### src/rtl/lock_controller.sv
// Keypad lock controller: collects a four-digit BCD code, checks it on '#',
// and sequences the unlock hold, failure blink and lockout timer.
module lock_controller #(
    parameter logic [15:0] CODE           = 16'h1234,
    parameter int          MAX_FAILS      = 3,
    parameter int          OPEN_CYCLES    = 60_000_000,
    parameter int          LOCKOUT_CYCLES = 120_000_000
) (
    input  logic       hwclk,
    input  logic       reset,
    input  logic [3:0] button,
    input  logic       bstate,
    input  logic       done_blinking,
    output logic       unlocked,
    output logic       lockout,
    output logic       start_blinking,
    output logic       blink_type,
    output logic [2:0] digit_count
);

    localparam int CNT_MAX = (OPEN_CYCLES > LOCKOUT_CYCLES) ? OPEN_CYCLES : LOCKOUT_CYCLES;
    localparam int CW      = (CNT_MAX > 1) ? $clog2(CNT_MAX) : 1;
    localparam int FW      = $clog2(MAX_FAILS + 1);
    localparam logic [CW-1:0] OPEN_LOAD  = CW'(OPEN_CYCLES - 1);
    localparam logic [CW-1:0] LOCK_LOAD  = CW'(LOCKOUT_CYCLES - 1);
    localparam logic [FW-1:0] FAIL_LIMIT = FW'(MAX_FAILS);

    typedef enum logic [2:0] {
        S_ENTRY   = 3'd0,
        S_CHECK   = 3'd1,
        S_OPEN    = 3'd2,
        S_FAIL    = 3'd3,
        S_LOCKOUT = 3'd4
    } state_t;

    state_t          r_state;
    state_t          w_next_state;
    logic            r_bstate;
    logic [3:0]      r_button;
    logic [15:0]     r_buf, w_buf;
    logic [2:0]      r_count, w_count;
    logic            r_ovf, w_ovf;
    logic [FW-1:0]   r_fail, w_fail, w_fail_inc;
    logic [CW-1:0]   r_cnt, w_cnt;
    logic            r_start, w_start;
    logic            r_btype, w_btype;
    logic            r_unlocked, r_lockout;
    logic            w_key_evt, w_match;

    // A key event fires on the cycle bstate is first seen low after being high.
    assign w_key_evt  = r_bstate & ~bstate;
    assign w_match    = (r_count == 3'd4) && !r_ovf && (r_buf == CODE);
    assign w_fail_inc = r_fail + FW'(1'b1);

    // Keypad sampling: latch the key while held, remember last bstate.
    always_ff @(posedge hwclk) begin
        if (reset) begin
            r_bstate <= 1'b0;
            r_button <= 4'd0;
        end else begin
            r_bstate <= bstate;
            r_button <= bstate ? button : r_button;
        end
    end

    // Next-state and datapath decisions.
    always_comb begin
        w_next_state = r_state;
        w_buf        = r_buf;
        w_count      = r_count;
        w_ovf        = r_ovf;
        w_fail       = r_fail;
        w_cnt        = r_cnt;
        w_start      = 1'b0;
        w_btype      = r_btype;
        case (r_state)
            S_ENTRY: begin
                if (w_key_evt && (r_button <= 4'd9)) begin
                    if (r_count == 3'd4) begin
                        w_ovf = 1'b1;
                    end else begin
                        w_buf   = {r_buf[11:0], r_button};
                        w_count = r_count + 3'd1;
                    end
                end else if (w_key_evt && (r_button == 4'd10)) begin
                    w_buf   = 16'd0;
                    w_count = 3'd0;
                    w_ovf   = 1'b0;
                end else if (w_key_evt && (r_button == 4'd11)) begin
                    w_next_state = S_CHECK;
                end else begin
                    w_next_state = S_ENTRY;
                end
            end
            S_CHECK: begin
                w_buf   = 16'd0;
                w_count = 3'd0;
                w_ovf   = 1'b0;
                if (w_match) begin
                    w_next_state = S_OPEN;
                    w_fail       = '0;
                    w_cnt        = OPEN_LOAD;
                    w_start      = 1'b1;
                    w_btype      = 1'b1;
                end else if (w_fail_inc == FAIL_LIMIT) begin
                    // Final strike goes straight to lockout with no blink request.
                    w_next_state = S_LOCKOUT;
                    w_fail       = w_fail_inc;
                    w_cnt        = LOCK_LOAD;
                end else begin
                    w_next_state = S_FAIL;
                    w_fail       = w_fail_inc;
                    w_start      = 1'b1;
                    w_btype      = 1'b0;
                end
            end
            S_OPEN: begin
                if (w_key_evt && (r_button == 4'd11)) begin
                    w_next_state = S_ENTRY;
                    w_cnt        = '0;
                end else if (r_cnt == '0) begin
                    w_next_state = S_ENTRY;
                end else begin
                    w_cnt = r_cnt - CW'(1'b1);
                end
            end
            S_FAIL: begin
                // done_blinking during the request cycle belongs to an older sequence.
                if (!r_start && done_blinking) begin
                    w_next_state = S_ENTRY;
                end else begin
                    w_next_state = S_FAIL;
                end
            end
            S_LOCKOUT: begin
                if (r_cnt == '0) begin
                    w_next_state = S_ENTRY;
                    w_fail       = '0;
                end else begin
                    w_cnt = r_cnt - CW'(1'b1);
                end
            end
            default: begin
                w_next_state = S_ENTRY;
            end
        endcase
    end

    // State register.
    always_ff @(posedge hwclk) begin
        if (reset) begin
            r_state <= S_ENTRY;
        end else begin
            r_state <= w_next_state;
        end
    end

    // Datapath and registered outputs.
    always_ff @(posedge hwclk) begin
        if (reset) begin
            r_buf      <= 16'd0;
            r_count    <= 3'd0;
            r_ovf      <= 1'b0;
            r_fail     <= '0;
            r_cnt      <= '0;
            r_start    <= 1'b0;
            r_btype    <= 1'b0;
            r_unlocked <= 1'b0;
            r_lockout  <= 1'b0;
        end else begin
            r_buf      <= w_buf;
            r_count    <= w_count;
            r_ovf      <= w_ovf;
            r_fail     <= w_fail;
            r_cnt      <= w_cnt;
            r_start    <= w_start;
            r_btype    <= w_btype;
            r_unlocked <= (w_next_state == S_OPEN);
            r_lockout  <= (w_next_state == S_LOCKOUT);
        end
    end

    assign unlocked       = r_unlocked;
    assign lockout        = r_lockout;
    assign start_blinking = r_start;
    assign blink_type     = r_btype;
    assign digit_count    = r_count;

endmodule

### config.mk
export PLATFORM = sky130hd
export DESIGN_NAME = lock_controller
export DESIGN_NICKNAME = d
export VERILOG_FILES = /design/src/rtl/lock_controller.sv
export SDC_FILE = /design/constraint.sdc
export NUM_CORES = 1
export LEC_CHECK = 0
export CORE_ASPECT_RATIO = 0.9
export CORE_MARGIN = 2
export CORE_UTILIZATION = 35
export DETAILED_ROUTE_END_ITERATION = 12
export PLACE_DENSITY = 0.56
export SETUP_SLACK_MARGIN = 0.4
export SYNTH_ARGS = -nofsm -noshare
export SYNTH_HDL_FRONTEND = slang
export SYNTH_SLANG_ARGS = --single-unit
### constraint.sdc
create_clock -name hwclk -period 5.1 [get_ports hwclk]
set_input_delay 1.275 -clock hwclk [delete_from_list [all_inputs] [get_ports hwclk]]
set_output_delay 1.275 -clock hwclk [all_outputs]
set_load 0.01 [all_outputs]
# Word level (Yosys, flattened, before mapping)
# Cells that the tools add are included.
totals:
  regBits: 61
  latchBits: 0
  ramBits: 0
  mem_bits_ro: 0
  in_bits: 8
  out_inout_bits: 7
  elab_cells: 88
  n_memories: 0
classes:
  addsub: 3
  mul: 0
  div_mod_pow: 0
  n_lt_le_gt_ge: 1
  n_eq_ne: 17
  shift: 0
  muxes: 33
  bitwise_logic: 3
  reduce_logical: 19
ops:
  columns: ["cell", "count"]
  rows:
  - ["27-bit two-way mux", 4]
  - ["27-bit one-hot mux with 3 select lines", 1]
  - ["16-bit two-way mux", 3]
  - ["16-bit one-hot mux with 2 select lines", 1]
  - ["27-bit logical NOT", 1]
  - ["3-bit two-way mux", 9]
  - ["27-bit by 1-bit subtractor with 27-bit output (second input constant)", 1]
  - ["16-bit by 13-bit == test with 1-bit output (second input constant)", 1]
  - ["3-bit one-hot mux with 5 select lines", 1]
  - ["3-bit != test (second input constant)", 4]
  - ["3-bit by 2-bit == test with 1-bit output (second input constant)", 3]
  - ["3-bit == test (second input constant)", 3]
  - ["4-bit == test (second input constant)", 2]
  - ["1-bit two-way mux", 8]
  - ["1-bit logical AND", 6]
  - ["2-bit two-way mux", 3]
  - ["3-bit one-hot mux with 2 select lines", 1]
  - ["2-bit AND reduction", 3]
  - ["3-bit AND reduction", 2]
  - ["4-bit less-or-equal comparator (second input constant)", 1]
  - ["2-bit != test (second input constant)", 2]
  - ["2-bit one-hot mux with 2 select lines", 1]
  - ["2-bit nonzero test", 2]
  - ["3-bit by 1-bit adder with 3-bit output (second input constant)", 1]
  - ["10 further kinds", 12]

# Depth between registers and ports, before layout
# Gate-level depths: netlist of run 1.
depth:
  ltp_word: 8
  mapped_depth: 10
  ltp_nobuf: 8

# Worst setup path before layout of run 1
# OpenSTA, ideal clock, no wires.
synth_timing:
  path_type: "in2reg"
  start: "input port bstate"
  end: "register r_cnt[22]"
  setup_ns: 0.114
  t_arrival_ns: 2.825
  required_ns: 4.986
  slack_ns: 2.161
  stages: 8
  n_path_buf: 3
  path_cell_list: "clkbuf_1 nand2b_1 nor4b_1 or3_1 clkbuf_1 buf_2 o22ai_1 a21o_1"
synth_via:
  elab_chain_cells: 5
synth_lines:
  columns: ["item", "line_no", "rtl"]
  rows:
  - ["start, declared", "12", "input logic bstate,"]
  - ["1-bit inverter", "51", "assign w_key_evt = r_bstate & ~bstate;"]
  - ["1-bit bitwise AND", "51", null]
  - ["1-bit logical AND", "118", "if (w_key_evt && (r_button == 4'd11)) begin"]
  - ["27-bit two-way mux", "118", null]
  - ["27-bit one-hot mux with 3 select lines", "76", "case (r_state)"]
  - ["end signal, assigned", "175", "r_cnt <= w_cnt;"]
  - ["end, declared", "44", "logic [CW-1:0] r_cnt, w_cnt;"]
# No other way between the ends.
# A chain may end at the register's enable or synchronous reset.

# Worst setup path in the final report of run 1
layout_timing:
  start: "input port bstate"
  end: "register r_cnt[11]"
# The elaborated chain is that of the path after synthesis.

==> metrics.cfg, run 1 <==
[power_and_ir_drop]
comb_power_share_pct=4.2
irDropWorstVdd_uv=150
share_seq_of_total_power_pct=50.1
p_clk_share_pct=45.7
cellPowerDensity_nw_per_um2=283
p_int_uw=733
netSwitchingFraction_pct=24.9
p_sw_uw=243
power.leakage_uw=0.00129

[worst_setup_path]
cp.buffers_inverters=1
crit_path_start_kind=primary input
critPathKind=primary input to flip-flop
critPathCaptureType=flip-flop
crit_path_max_incr_delay_ns=0.59
cp_max_fo=19
arrival_ns=3.60
slowest_stage=or3_1
required_ns=5.33
path_cells=clkdlybuf4s50_1 -> nand2b_1 -> nor4b_1 -> or3_1 -> a21o_1 -> nand2_1 -> a211o_1
cp_top_family=simple AND/OR/NAND/NOR gates

[routing]
wirelength_um=7540
ant_nets=0
first_pass_iters=4
route.detailed.drc=0
post_drt_wl_per_cell_um=15.6
drtIter0Drc=280
vias=2707
routed_via_density=5.59

[floorplanning]
start_util_pct=35.7
coreArea_um2=8450
io_pins=15
die_h_um=92.0
rows=32
dieArea_um2=9370
dieWidth_um=102

[clock_tree]
cts-htree-levels=3
clk_pin_slew_ns=0.08
cts-root-buf=clkbuf_8
clock-sinks=61
numCtsBuffers=9
insertion_delay_ns=0.34
hold_buffers=0
cts_buffer_depth=2
cts_resized=0
cts_tree=yes
post_cts_buffers=0

[yosys]
synth_area_leaders=dfxtp_1 41%, nor2_1 5.0%, a21oi_1 4.3%
synth_area_leader_cell=dfxtp_1
synth_edf_count=0
yosysMostFrequentCell=dfxtp_1
yosys-top-cells-count=61 x dfxtp_1, 40 x nor2_1, 26 x a21oi_1, 19 x nand2_1, 16 x o21ai_0
ys.flop_type=dfxtp_1
avgSynthCellArea_um2=8.56
synth.distinct_cells=53
netlist.area_leader.share_pct=40.5
synth-async-reset-ratio_pct=0
synth_fp_nets=364
syn-cell-area_um2=3010
postSynthCellCount=352
ys_ff_latch=61
yosysWarnings=0
ys_seq_area_share_pct=40.5

[cells_and_area]
multi_input_area_um2=1670
drive_gt1_share_pct=11.0
area.sequential_um2=1220
filler_cell_count=849
nets=372
final_cells=484
syn2layout_area_growth_pct=14.3
num_antenna_cells=0

[outcome]
status=complete, no violations

[grt]
antenna_found_initial=0
grt_pass1_wl_um=12800
grt_pass1_vias=2484
grt-ovfl-total=0
grt_max_degree=23
grt_usage_pct=17.2

[worst_hold_path]
min_path_type=flip-flop to flip-flop

[timing]
whs_ns=0.473
setup_violations=0
min_period_ns=3.37
hold_violations=0
fmax_mhz=297
final_max_slew_viol_count=0
fin_skew_ns=0.0103
relSlewSlack_pct=35.5
finalCritPeriodShare_pct=66.1
fin_tns_setup_ns=0
rsz0062_at_grt=no
worst_slew_pin_slew_ns=0.963

[placed_design]
io_buffers=14
routabilityCongestion=0.790
placedCellCount=468
dpl.hpwl_um=5150

[flow_run]
maxCapViolations=0

[area by class of cell]
cell class	count	share of cell area, %
repair buffers	18	4.94
well taps	119	4.32
multi-input cells	263	48.6
clock buffers	9	3.60
clock inverters	7	2.33
flip-flops and latches	61	35.5
inverters	7	0.763
[logic make-up after synthesis]
logic type | count (synthesis) | synth area share, %
buffers and inverters | 28 | 3.95
XOR/XNOR | 6 | 1.74
multiplexers | 4 | 1.33
adder cells (fa/ha/maj) | 4 | 1.66
flip-flops | 61 | 40.5
AND/OR/NAND/NOR | 139 | 24.9
AO/OA/AOI/OAI | 110 | 25.9
[registers in the layout (all words and copies together), names as in the netlist]
| name | flops |
|---|---|
| r_button | 4 |
| r_buf | 16 |
| r_cnt | 27 |
| r_state | 3 |
| blink_type | 1 |
| r_bstate | 1 |
| start_blinking | 1 |
| r_fail | 2 |
| unlocked | 1 |
| r_ovf | 1 |
| lockout | 1 |
| digit_count | 3 |
[cell usage in the layout (no fill, tap or decap), drive strengths merged, types with 6 or more instances in the layout]
cell,synthesis,routed
dfxtp,61,61
nor2,41,41
a21oi,26,26
nand2,19,19
o21ai,18,18
clkdlybuf4s50,0,14
nor3,12,12
nor4,10,10
o221a,10,10
inv,7,10
a22o,9,9
clkbuf,13,9
a21o,8,8
nor2b,8,8
nand2b,7,7
or3,7,7
o22ai,7,7
xnor2,6,6
a211oi,6,6
[path summary, 6_finish.rpt]
check                                            start                endpoint  slack (ns)  depth (start not counted)
worst max-delay path                            bstate  r_cnt[11]$_SDFFE_PP0P_        1.73                          7
worst min-delay path            r_fail[0]$_SDFFE_PP0P_  r_fail[0]$_SDFFE_PP0P_        0.47                          1
worst max register to register   r_state[0]$_SDFF_PP0_  r_cnt[13]$_SDFFE_PP0P_        2.34                          6
worst min register to register  r_fail[0]$_SDFFE_PP0P_  r_fail[0]$_SDFFE_PP0P_        0.47                          1
[per-stage QoR]
step           power (uW)  setup slack (ns)  utilization, %  cell area, um^2
6_report              975              1.73            40.8             3440
3_5_place_dp          540              1.39            38.3             3240
2_1_floorplan         525              2.16               -             3010
4_1_cts               986              1.74            40.8             3440
3_3_place_gp          540              1.50            38.3             3240
5_1_grt              1010              1.53            40.8             3440
[routing by layer]
layer	vias to the layer above	track usage, %	part of all wire (%)
met3	9	4.34	6.7
li1	1341	-	-
met1	1278	25.8	50
met2	79	23.8	42
met4	0	5.41	1.2
met5	-	0	0
[power groups by stage]
stage | logic (uW) | registers [uW] | clock network [uW]
after floorplan | 27.2 | 498 | 0
after global placement | 40.9 | 499 | 0
after detailed placement | 40.8 | 499 | 0
after CTS | 41.1 | 488 | 457
after global routing | 45.3 | 489 | 480
final | 41.1 | 488 | 446
Power figures use the tool's default switching activity.
==> run 2: changes to the inputs <==
==> constraint.sdc (replaced) <==
create_clock -name hwclk -period 3.2 [get_ports hwclk]
set_input_delay 0.8 -clock hwclk [delete_from_list [all_inputs] [get_ports hwclk]]
set_output_delay 0.8 -clock hwclk [all_outputs]
set_load 0.01 [all_outputs]
==> metrics.cfg, run 2 (synthesis results as in run 1) <==
[cells_and_area]
mostFrequentLayoutCell=dfxtp_1  ; unchanged
layout_common_cells=61 x dfxtp_1, 40 x nor2_1, 26 x a21oi_1, 19 x nand2_1, 16 x o21ai_0  ; unchanged
fin_area_um2=3490  ; was 3440 um^2
reg.largest.list=r_cnt: 27 flops, r_buf: 16 flops, r_button: 4 flops  ; unchanged
filler_cell_count=865  ; was 849
nets=380  ; was 372
syn2layout_area_growth_pct=15.7  ; was 14.3%
num_antenna_cells=0  ; unchanged
largest_register=r_cnt  ; unchanged
largest_register_ffs=27  ; unchanged
drive_gt1_share_pct=12.6  ; was 11.0%

[routing]
ant_nets=0  ; unchanged
first_pass_iters=4  ; unchanged
route.detailed.drc=0  ; unchanged
wirelength_um=7620  ; was 7540 um
routed_via_density=5.48  ; was 5.59
post_drt_wl_per_cell_um=15.5  ; was 15.6 um
vias=2692  ; was 2707
drtIter0Drc=195  ; was 280

[grt]
grt_max_degree=29  ; was 23
grt_pass1_wl_um=13000  ; was 12800 um
grt-ovfl-total=0  ; unchanged
antenna_found_initial=0  ; unchanged
grt_usage_pct=17.8  ; was 17.2%
grt_pass1_vias=2550  ; was 2484

[clock_tree]
clock-sinks=61  ; unchanged
clk_pin_slew_ns=0.07  ; was 0.08 ns
insertion_delay_ns=0.34  ; about the same
cts-htree-levels=3  ; unchanged
post_cts_buffers=0  ; unchanged
numCtsBuffers=9  ; unchanged
cts-root-buf=clkbuf_8  ; unchanged
cts_buffer_depth=2  ; unchanged
cts_tree=yes  ; unchanged

[power_and_ir_drop]
power.leakage_uw=0.00132  ; was 0.00129 uW
cellPowerDensity_nw_per_um2=423  ; was 283 nW/um^2
irDropWorstVdd_uv=216  ; was 150 uV

[worst_setup_path]
slowest_stage=or4b_2  ; was or3_1
reg2reg_to=r_cnt[19]$_SDFFE_PP0P_  ; was r_cnt[13]$_SDFFE_PP0P_
setup.worst_path.end=r_cnt[19]$_SDFFE_PP0P_  ; was r_cnt[11]$_SDFFE_PP0P_
reg2reg_slack_ns=0.56  ; was 2.34 ns
path_cells=inv_1 -> ha_1 -> or4b_2 -> or4_4 -> o21a_1 -> and3_4 -> nor3b_1 -> a21o_1  ; was clkdlybuf4s50_1 -> nand2b_1 -> nor4b_1 -> or3_1 -> a21o_1 -> nand2_1 -> a211o_1
critPathKind=flip-flop to flip-flop  ; was primary input to flip-flop
required_ns=3.44  ; was 5.33 ns
worst-r2r-cell-count=8  ; was 6
r2r_start=r_cnt[0]$_SDFFE_PP0P_  ; was r_state[0]$_SDFF_PP0_
cp_max_fo=6  ; was 19
arrival_ns=2.88  ; was 3.60 ns
critPathCaptureType=flip-flop  ; unchanged
crit_start=r_cnt[0]$_SDFFE_PP0P_  ; was bstate
crit_path_max_incr_delay_ns=0.65  ; was 0.59 ns
crit_path_start_kind=flip-flop  ; was primary input

[outcome]
status=complete, no violations  ; unchanged

[placed_design]
dpl.hpwl_um=5370  ; was 5150 um
routabilityCongestion=0.859  ; was 0.790
io_buffers=14  ; unchanged
post_dp_cell_area_um2=3300  ; was 3240 um^2

[timing]
hold_violations=0  ; unchanged
fin_tns_setup_ns=0  ; unchanged
fin_skew_ns=0.00614  ; was 0.0103 ns
relSlewSlack_pct=60.9  ; was 35.5%
rsz0062_at_grt=yes  ; was no
min_period_ns=2.64
finalCritPeriodShare_pct=82.5
worst_slew_pin_slew_ns=0.586  ; was 0.963 ns
final_max_slew_viol_count=0  ; unchanged
setup_violations=0  ; unchanged
fmax_mhz=379

[floorplanning]
die_h_um=92.0  ; unchanged
io_pins=15  ; unchanged
dieWidth_um=102  ; unchanged
coreArea_um2=8450  ; unchanged
rows=32  ; unchanged
dieArea_um2=9370  ; unchanged
start_util_pct=35.7  ; unchanged

[worst_hold_path]
min_path_cells=1  ; unchanged
min_path_type=flip-flop to flip-flop  ; unchanged

[flow_run]
maxCapViolations=0  ; unchanged

[run 2: changes by cell type in the layout (fill, tap and decap cells not counted), sizes merged]
cell,before,now
buf,4,12
bufinv,1,0
clkbuf,9,14
clkinvlp,2,0
inv,10,7
[run 2: per-stage QoR]
stage	power (uW)	utilization (%)	worst slack, ns	hold WS, ns	std cells
global route	1530	41.3	0.400	0.493	491
floorplan	836	-	0.736	0.437	352
CTS	1500	41.2	0.554	0.474	491
finish	1480	41.3	0.561	0.469	491
global placement	863	39.1	0.345	0.452	476
detailed placement	864	39.1	0.276	0.464	476
[run 2: timing repair]
action                                  CTS  global route
resized for setup                         0             2
hold buffers                              0             0
endpoints found under the setup margin    0             2
[run 2: where the power goes]
part / leakage (uW) / switching (uW) / internal, uW / total (uW)
Combinational: 0.000739 / 35.0 / 32.6 / 67.7
Sequential: 0.000493 / 9.85 / 769 / 779
Clock: 0.0000926 / 289 / 340 / 629
[run 2: final cells by class]
cell class              instances  area [um^2]  area share [%]
clock buffers                  14          173            4.95
clock inverters                 1         5.00           0.144
inverters                       7         26.3           0.753
multi-input cells             263         1680            48.3
flip-flops and latches         61         1220            35.0
well taps                     119          149            4.27
repair buffers                 26          230            6.60
[run 2: how the worst min path moves through the flow]
stage | end | startpoint | slack (ns)
after floorplan | r_fail[0]$_SDFFE_PP0P_ | r_fail[0]$_SDFFE_PP0P_ | 0.44
after global placement | r_fail[0]$_SDFFE_PP0P_ | r_fail[0]$_SDFFE_PP0P_ | 0.45
after CTS | r_fail[0]$_SDFFE_PP0P_ | r_fail[0]$_SDFFE_PP0P_ | 0.47
after detailed placement | r_ovf$_SDFFE_PP0P_ | r_ovf$_SDFFE_PP0P_ | 0.46
after global routing | r_ovf$_SDFFE_PP0P_ | r_ovf$_SDFFE_PP0P_ | 0.49
final | r_fail[0]$_SDFFE_PP0P_ | r_fail[0]$_SDFFE_PP0P_ | 0.47
[run 2: critical path: cells and delay by family, from the launching register on]
family	cells	cell delay, ns
DFF	1	0.35
buffers and inverters	1	0.07
adders and majority gates	1	0.23
AOI/OAI and AO/OA	2	0.39
and+or+nand+nor	4	1.48
[run 2: per-layer routing]
layer / GRT usage [%] / up-vias / share of wire, %
met2: 24.7 / 54 / 42
li1: - / 1359 / -
met3: 5.11 / 8 / 4.6
met1: 26.2 / 1271 / 52
met5: 0 / - / 0
met4: 5.86 / 0 / 1.3
